## src/rtl/traffic_controller_actuated.sv

```systemverilog
// Sensor-actuated two-road intersection controller.
// A tick prescaler drives one phase timer. Main green is held until a latched
// side-road demand arrives. All-red clearance separates every green.
// A commanded blink mode flashes both yellows.
// Optional pedestrian walk signalling is compiled in when PED_WALK_EN is defined.
// Lamp, walk and state outputs are registered.
// Lamps and walk signals are decoded from next-state values, so they stay
// aligned with state_o.
module traffic_controller_actuated #(
    parameter int CNT_W        = 16,
    parameter int TICK_DIV     = 50000,
    parameter int T_MIN_MAIN   = 1500,
    parameter int T_GREEN_SIDE = 1000,
    parameter int T_YELLOW     = 500,
    parameter int T_ALLRED     = 100,
    parameter int T_BLINK      = 250
`ifdef PED_WALK_EN
    , parameter int T_WALK     = 600
`endif
) (
    input  logic       clk_50,
    input  logic       reset_n,
    input  logic       side_sense,
    input  logic       blink_req,
    output logic       main_R,
    output logic       main_G,
    output logic       main_Y,
    output logic       side_R,
    output logic       side_G,
    output logic       side_Y,
    output logic [2:0] state_o,
    output logic       req_pending
`ifdef PED_WALK_EN
    , input  logic     ped_btn,
    output logic       ped_walk,
    output logic       ped_dont_walk
`endif
);

    typedef enum logic [2:0] {
        AR_TO_MAIN  = 3'd0,
        MAIN_GREEN  = 3'd1,
        MAIN_YELLOW = 3'd2,
        AR_TO_SIDE  = 3'd3,
        SIDE_GREEN  = 3'd4,
        SIDE_YELLOW = 3'd5,
        BLINK       = 3'd6
    } state_t;

    localparam int PRE_W = (TICK_DIV > 1) ? $clog2(TICK_DIV) : 1;
    localparam logic [PRE_W-1:0] PRE_MAX    = PRE_W'(TICK_DIV - 1);
    localparam logic [CNT_W-1:0] ALLRED_END = CNT_W'(T_ALLRED - 1);
    localparam logic [CNT_W-1:0] MINMN_END  = CNT_W'(T_MIN_MAIN - 1);
    localparam logic [CNT_W-1:0] YELLOW_END = CNT_W'(T_YELLOW - 1);
    localparam logic [CNT_W-1:0] SGREEN_END = CNT_W'(T_GREEN_SIDE - 1);
    localparam logic [CNT_W-1:0] BLINK_END  = CNT_W'(T_BLINK - 1);
    // Lamp vector order: {main_R, main_Y, main_G, side_R, side_Y, side_G}
    localparam logic [5:0] LAMPS_ALLRED = 6'b100_100;

    logic [1:0]       rst_sync_q;
    logic             rst_n_int;
    logic [PRE_W-1:0] pre_q;
    logic             tick;
    state_t           state_q, state_d;
    logic [CNT_W-1:0] timer_q, timer_d;
    logic             blink_q, blink_d;
    logic             blink_toggle;
    logic             req_q, req_d;
    logic             demand;
    logic [5:0]       lamps_q, lamps_d;

    // Reset assertion is immediate; release is delayed by two clocks so that
    // every flop leaves reset on the same edge.
    always_ff @(posedge clk_50 or negedge reset_n) begin
        if (!reset_n) rst_sync_q <= 2'b00;
        else          rst_sync_q <= {rst_sync_q[0], 1'b1};
    end

    assign rst_n_int = rst_sync_q[1];
    assign tick      = (pre_q == PRE_MAX);

`ifdef PED_WALK_EN
    assign demand = side_sense | ped_btn;
`else
    assign demand = side_sense;
`endif

    // The prescaler wraps at TICK_DIV-1 and produces the one-cycle tick enable.
    always_ff @(posedge clk_50 or negedge rst_n_int) begin
        if (!rst_n_int) pre_q <= '0;
        else if (tick)  pre_q <= '0;
        else            pre_q <= pre_q + PRE_W'(1);
    end

    // Next-state logic. A blink request overrides every state except BLINK.
    always_comb begin
        state_d      = state_q;
        blink_toggle = 1'b0;
        if (blink_req && state_q != BLINK) begin
            state_d = BLINK;
        end else begin
            case (state_q)
                AR_TO_MAIN:  if (tick && timer_q == ALLRED_END) state_d = MAIN_GREEN;
                MAIN_GREEN:  if (tick && timer_q >= MINMN_END && req_q) state_d = MAIN_YELLOW;
                MAIN_YELLOW: if (tick && timer_q == YELLOW_END) state_d = AR_TO_SIDE;
                AR_TO_SIDE:  if (tick && timer_q == ALLRED_END) state_d = SIDE_GREEN;
                SIDE_GREEN:  if (tick && timer_q == SGREEN_END) state_d = SIDE_YELLOW;
                SIDE_YELLOW: if (tick && timer_q == YELLOW_END) state_d = AR_TO_MAIN;
                BLINK: begin
                    if (!blink_req)                         state_d = AR_TO_MAIN;
                    else if (tick && timer_q == BLINK_END)  blink_toggle = 1'b1;
                end
                default:     state_d = BLINK;
            endcase
        end
    end

    // Timer, blink phase, demand latch and lamp decode for the coming state.
    always_comb begin
        timer_d = timer_q;
        blink_d = blink_q;
        req_d   = req_q;
        lamps_d = LAMPS_ALLRED;
        if (state_d != state_q || blink_toggle) timer_d = '0;
        else if (tick && timer_q != '1)         timer_d = timer_q + CNT_W'(1);
        if (state_d == BLINK && state_q != BLINK) blink_d = 1'b1;
        else if (blink_toggle)                    blink_d = ~blink_q;
        if (state_d == SIDE_GREEN && state_q != SIDE_GREEN) req_d = 1'b0;
        if (demand) req_d = 1'b1;
        case (state_d)
            MAIN_GREEN:  lamps_d = 6'b001_100;
            MAIN_YELLOW: lamps_d = 6'b010_100;
            SIDE_GREEN:  lamps_d = 6'b100_001;
            SIDE_YELLOW: lamps_d = 6'b100_010;
            BLINK:       lamps_d = {1'b0, blink_d, 1'b0, 1'b0, blink_d, 1'b0};
            default:     lamps_d = LAMPS_ALLRED;
        endcase
    end

    // State and datapath registers.
    always_ff @(posedge clk_50 or negedge rst_n_int) begin
        if (!rst_n_int) begin
            state_q <= AR_TO_MAIN;
            timer_q <= '0;
            blink_q <= 1'b0;
            req_q   <= 1'b0;
            lamps_q <= LAMPS_ALLRED;
        end else begin
            state_q <= state_d;
            timer_q <= timer_d;
            blink_q <= blink_d;
            req_q   <= req_d;
            lamps_q <= lamps_d;
        end
    end

    assign {main_R, main_Y, main_G, side_R, side_Y, side_G} = lamps_q;
    assign state_o     = state_q;
    assign req_pending = req_q;

`ifdef PED_WALK_EN
    localparam logic [CNT_W-1:0] WALK_LIM = CNT_W'(T_WALK);
    logic walk_q, walk_d;

    assign walk_d = (state_d == SIDE_GREEN) && (timer_d < WALK_LIM);

    // Walk is lit only during the first T_WALK ticks of side green.
    always_ff @(posedge clk_50 or negedge rst_n_int) begin
        if (!rst_n_int) walk_q <= 1'b0;
        else            walk_q <= walk_d;
    end

    assign ped_walk      = walk_q;
    assign ped_dont_walk = ~walk_q;
`endif

endmodule

```

## config.mk

```make
export PLATFORM = sky130hd
export DESIGN_NAME = traffic_controller_actuated
export DESIGN_NICKNAME = d
export VERILOG_FILES = /design/src/rtl/traffic_controller_actuated.sv
export SDC_FILE = /design/constraint.sdc
export NUM_CORES = 1
export LEC_CHECK = 0
export ABC_AREA = 1
export CORE_UTILIZATION = 26
export DETAILED_ROUTE_END_ITERATION = 7
export PLACE_DENSITY = 0.38
export REMOVE_ABC_BUFFERS = 1
export SYNTH_ARGS = -nofsm -noshare
export SYNTH_HDL_FRONTEND = slang
export SYNTH_SLANG_ARGS = --single-unit
```

## constraint.sdc

```tcl
create_clock -name clk_50 -period 1.9 [get_ports clk_50]
set_input_delay 0.285 -clock clk_50 [delete_from_list [all_inputs] [get_ports clk_50]]
set_output_delay 0.285 -clock clk_50 [all_outputs]
set_load 0.03 [all_outputs]
```

==> results.json <==
{
  "cts_tree": "yes",
  "hold_slack_ns": 0.138,
  "drive_gt1_share_pct": 38.2,
  "grt_pass1_wl_mm": 12.4,
  "placedCellCount": 617,
  "p_leak_nw": 1.92,
  "yosys.cell_count.top_type": "nand2_1",
  "finClkSkew_ns": 0.00828,
  "top_level_ports": 14,
  "antenna_found_initial": 0,
  "ir_drop_uv": 271,
  "reg2reg_slack_ns": -0.09,
  "place_area_sq_mm": 0.00369,
  "hp-class": "primary input to async pin",
  "hpwl_mm": 5.75,
  "synth_top_area_share_pct": 39.1,
  "critPathBufInv": 2,
  "core_area_sq_mm": 0.0103,
  "grt_start_max_net_pins": 23,
  "synth_seq_cells": 45,
  "drt_iter0_drc": 84,
  "setup_viol": 19,
  "maxSlewViolCount": 0,
  "cp_slowest_cell": "dfrtp_1",
  "setup_ws_ns": -0.0857,
  "htreeDepth": 2,
  "finish.net_count": 504,
  "clkLatencyLatePin_ns": 0.30,
  "violations": "setup timing",
  "start_kind": "flop",
  "relSlewSlack_pct": 60.0,
  "r2r_end": "pre_q[14]",
  "gp_congestion": 0.795,
  "clockBufferDepth": 2,
  "crit_arrival_ns": 2.19,
  "worst_pin_slew_ns": 0.600,
  "synth_edf_count": 0,
  "status": "complete, but fails checks",
  "finalCritPeriodShare_pct": 105,
  "drc": 0,
  "synthTopCellsByCount": "84 x nand2_1, 64 x inv_1, 63 x nor2_1",
  "num_vias": 2703,
  "rows": 37,
  "fin_area_sq_mm": 0.00416,
  "r2r-start": "pre_q[0]",
  "cts_sinks": 45,
  "cts_buffers": 5,
  "critPathKind": "flop to flop",
  "path_cells": "ha_4, nand3_4, inv_4, buf_4, nand2_2, nor3_4, nand2_2, nor2_4, nand3_4, nor2_4, nand2_1, nor3b_2",
  "end_kind": "flop",
  "layout.cells.non_filler": 634,
  "r2r_cells": 12,
  "netlist_top_cells_area": "dfrtp_1 39%, nand2_1 11%, inv_1 8.7%, nor2_1 8.6%, xor2_1 4.8%",
  "syn_area_per_cell_sq_um": 7.16,
  "crit_path_start": "pre_q[0]",
  "power_density_mw_per_mm2": 476,
  "max_cap_viol_count": 0,
  "synthArstFlopShare_pct": 100,
  "max_stage_delay_ns": 0.40,
  "initial_core_util_pct": 26.7,
  "period_needed_ns": 1.99,
  "mappedNetlistArea_sq_mm": 0.00275,
  "grt-ovfl-total": 0,
  "rsz0062_at_grt": "yes",
  "syn2layout_area_growth_pct": 51.2,
  "pre_cts_slack_ns": -0.214,
  "synth_ff_type": "dfrtp_1",
  "synth_warnings": 0,
  "die_width_um": 105,
  "port_buffers": 13,
  "ant_nets": 0,
  "die_h_um": 105,
  "required_ns": 2.10,
  "grt_use_total_pct": 14.6,
  "clkTransAtPathRegs_ns": 0.09,
  "routedWlPerCell_um": 12.0,
  "cp_max_fo": 4,
  "grt_pass1_vias": 2662,
  "drt-vias-per-instance": 4.26,
  "synth_largest_area_cell": "dfrtp_1",
  "cts_root_buffer": "clkbuf_8",
  "ys_types": 29,
  "routed_wl_mm": 7.62,
  "max_freq_ghz": 0.504,
  "drtPass1Iterations": 4,
  "critical_path.top_delay_family": "simple AND/OR/NAND/NOR gates",
  "yosysSeqAreaShare_pct": 41.1,
  "die_area_sq_mm": 0.0110,
  "netlist_instances": 384,
  "hold_violations": 0,
  "diodes": 0
}
==> worst register-to-register path, delay by kind of cell, from the launching register on <==
kind | cells | cell delay [ns]
simple gates | 9 | 1.13
flops | 1 | 0.40
buf+inv | 2 | 0.21
fa+ha+maj | 1 | 0.16
==> report_power, final <==
part	internal, W	switching [W]	total (W)
Clock	0.000430	0.000345	0.000774
Combinational	0.0000902	0.000120	0.000210
Sequential	0.000974	0.0000204	0.000994
==> stage by stage <==
| stage | TNS, ns | utilization [%] | power [W] |
|---|---|---|---|
| after floorplan | -1.51 | - | 0.00110 |
| after global placement | -2.69 | 35.9 | 0.00119 |
| after detailed placement | -3.61 | 35.9 | 0.00119 |
| after CTS | -0.774 | 38.8 | 0.00202 |
| after global routing | -4.11 | 40.4 | 0.00206 |
| final | -1.07 | 40.4 | 0.00198 |
==> layout make-up <==
class	instances	area, sq um
clock inverters	1	30.0
multi-input cells	268	1570
well taps	136	170
flip-flops and latches	45	1130
fillers	1091	6120
repair buffers	110	910
clock buffers	7	86.3
inverters	67	254
==> cell families after synthesis <==
family | Yosys count | synth area share (%)
flops | 45 | 41.1
xor+xnor | 17 | 5.42
simple gates | 223 | 36.8
fa+ha+maj | 3 | 1.37
buf+inv | 71 | 10.3
compound gates | 24 | 4.87
other cells | 1 | 0.136
==> routing by layer <==
layer,track usage (%),share of wire [%],vias to the layer above
li1,-,-,1422
met1,18.3,48,1247
met2,25.6,48,21
met3,2.37,1.8,13
met4,4.33,1.7,0
met5,0,0,-
==> worst max-delay path by stage <==
stage | endpoint | slack (ns) | depth (start not counted)
after floorplan | timer_q[0] | -0.11 | 14
after global placement | timer_q[0] | -0.16 | 13
after detailed placement | timer_q[0] | -0.21 | 14
after CTS | timer_q[9] | -0.05 | 15
after global routing | timer_q[10] | -0.21 | 15
final | pre_q[14] | -0.09 | 12
==> sequential cells by signal, summed over array words and instances (netlist names) <==
name and count:
lamps_q 6, blink_q 1, timer_q 16, rst_sync_q 2
req_pending 1, state_o 3, pre_q 16
==> layout by cell type (no fill, tap or decap), drive strengths merged, types with 2 or more instances in the layout <==
cell type and count:
ha 3, nand4 6, o21ai 13, nand2 89
nand3 29, a21oi 6, o211ai 2, inv 67
nor3 17, xor2 15, buf 97, dfrtp 43
nor2 78, dfstp 2, clkbuf 7, xnor2 2
clkdlybuf4s50 12, nor3b 2
==> what timing repair did <==
item,in CTS,in global routing
pin swaps,2,15
resized for setup,34,47
setup buffers,3,5
gates cloned,1,0
setup endpoints to repair,25,28
hold buffers,0,0
Power figures use the tool's default switching activity.
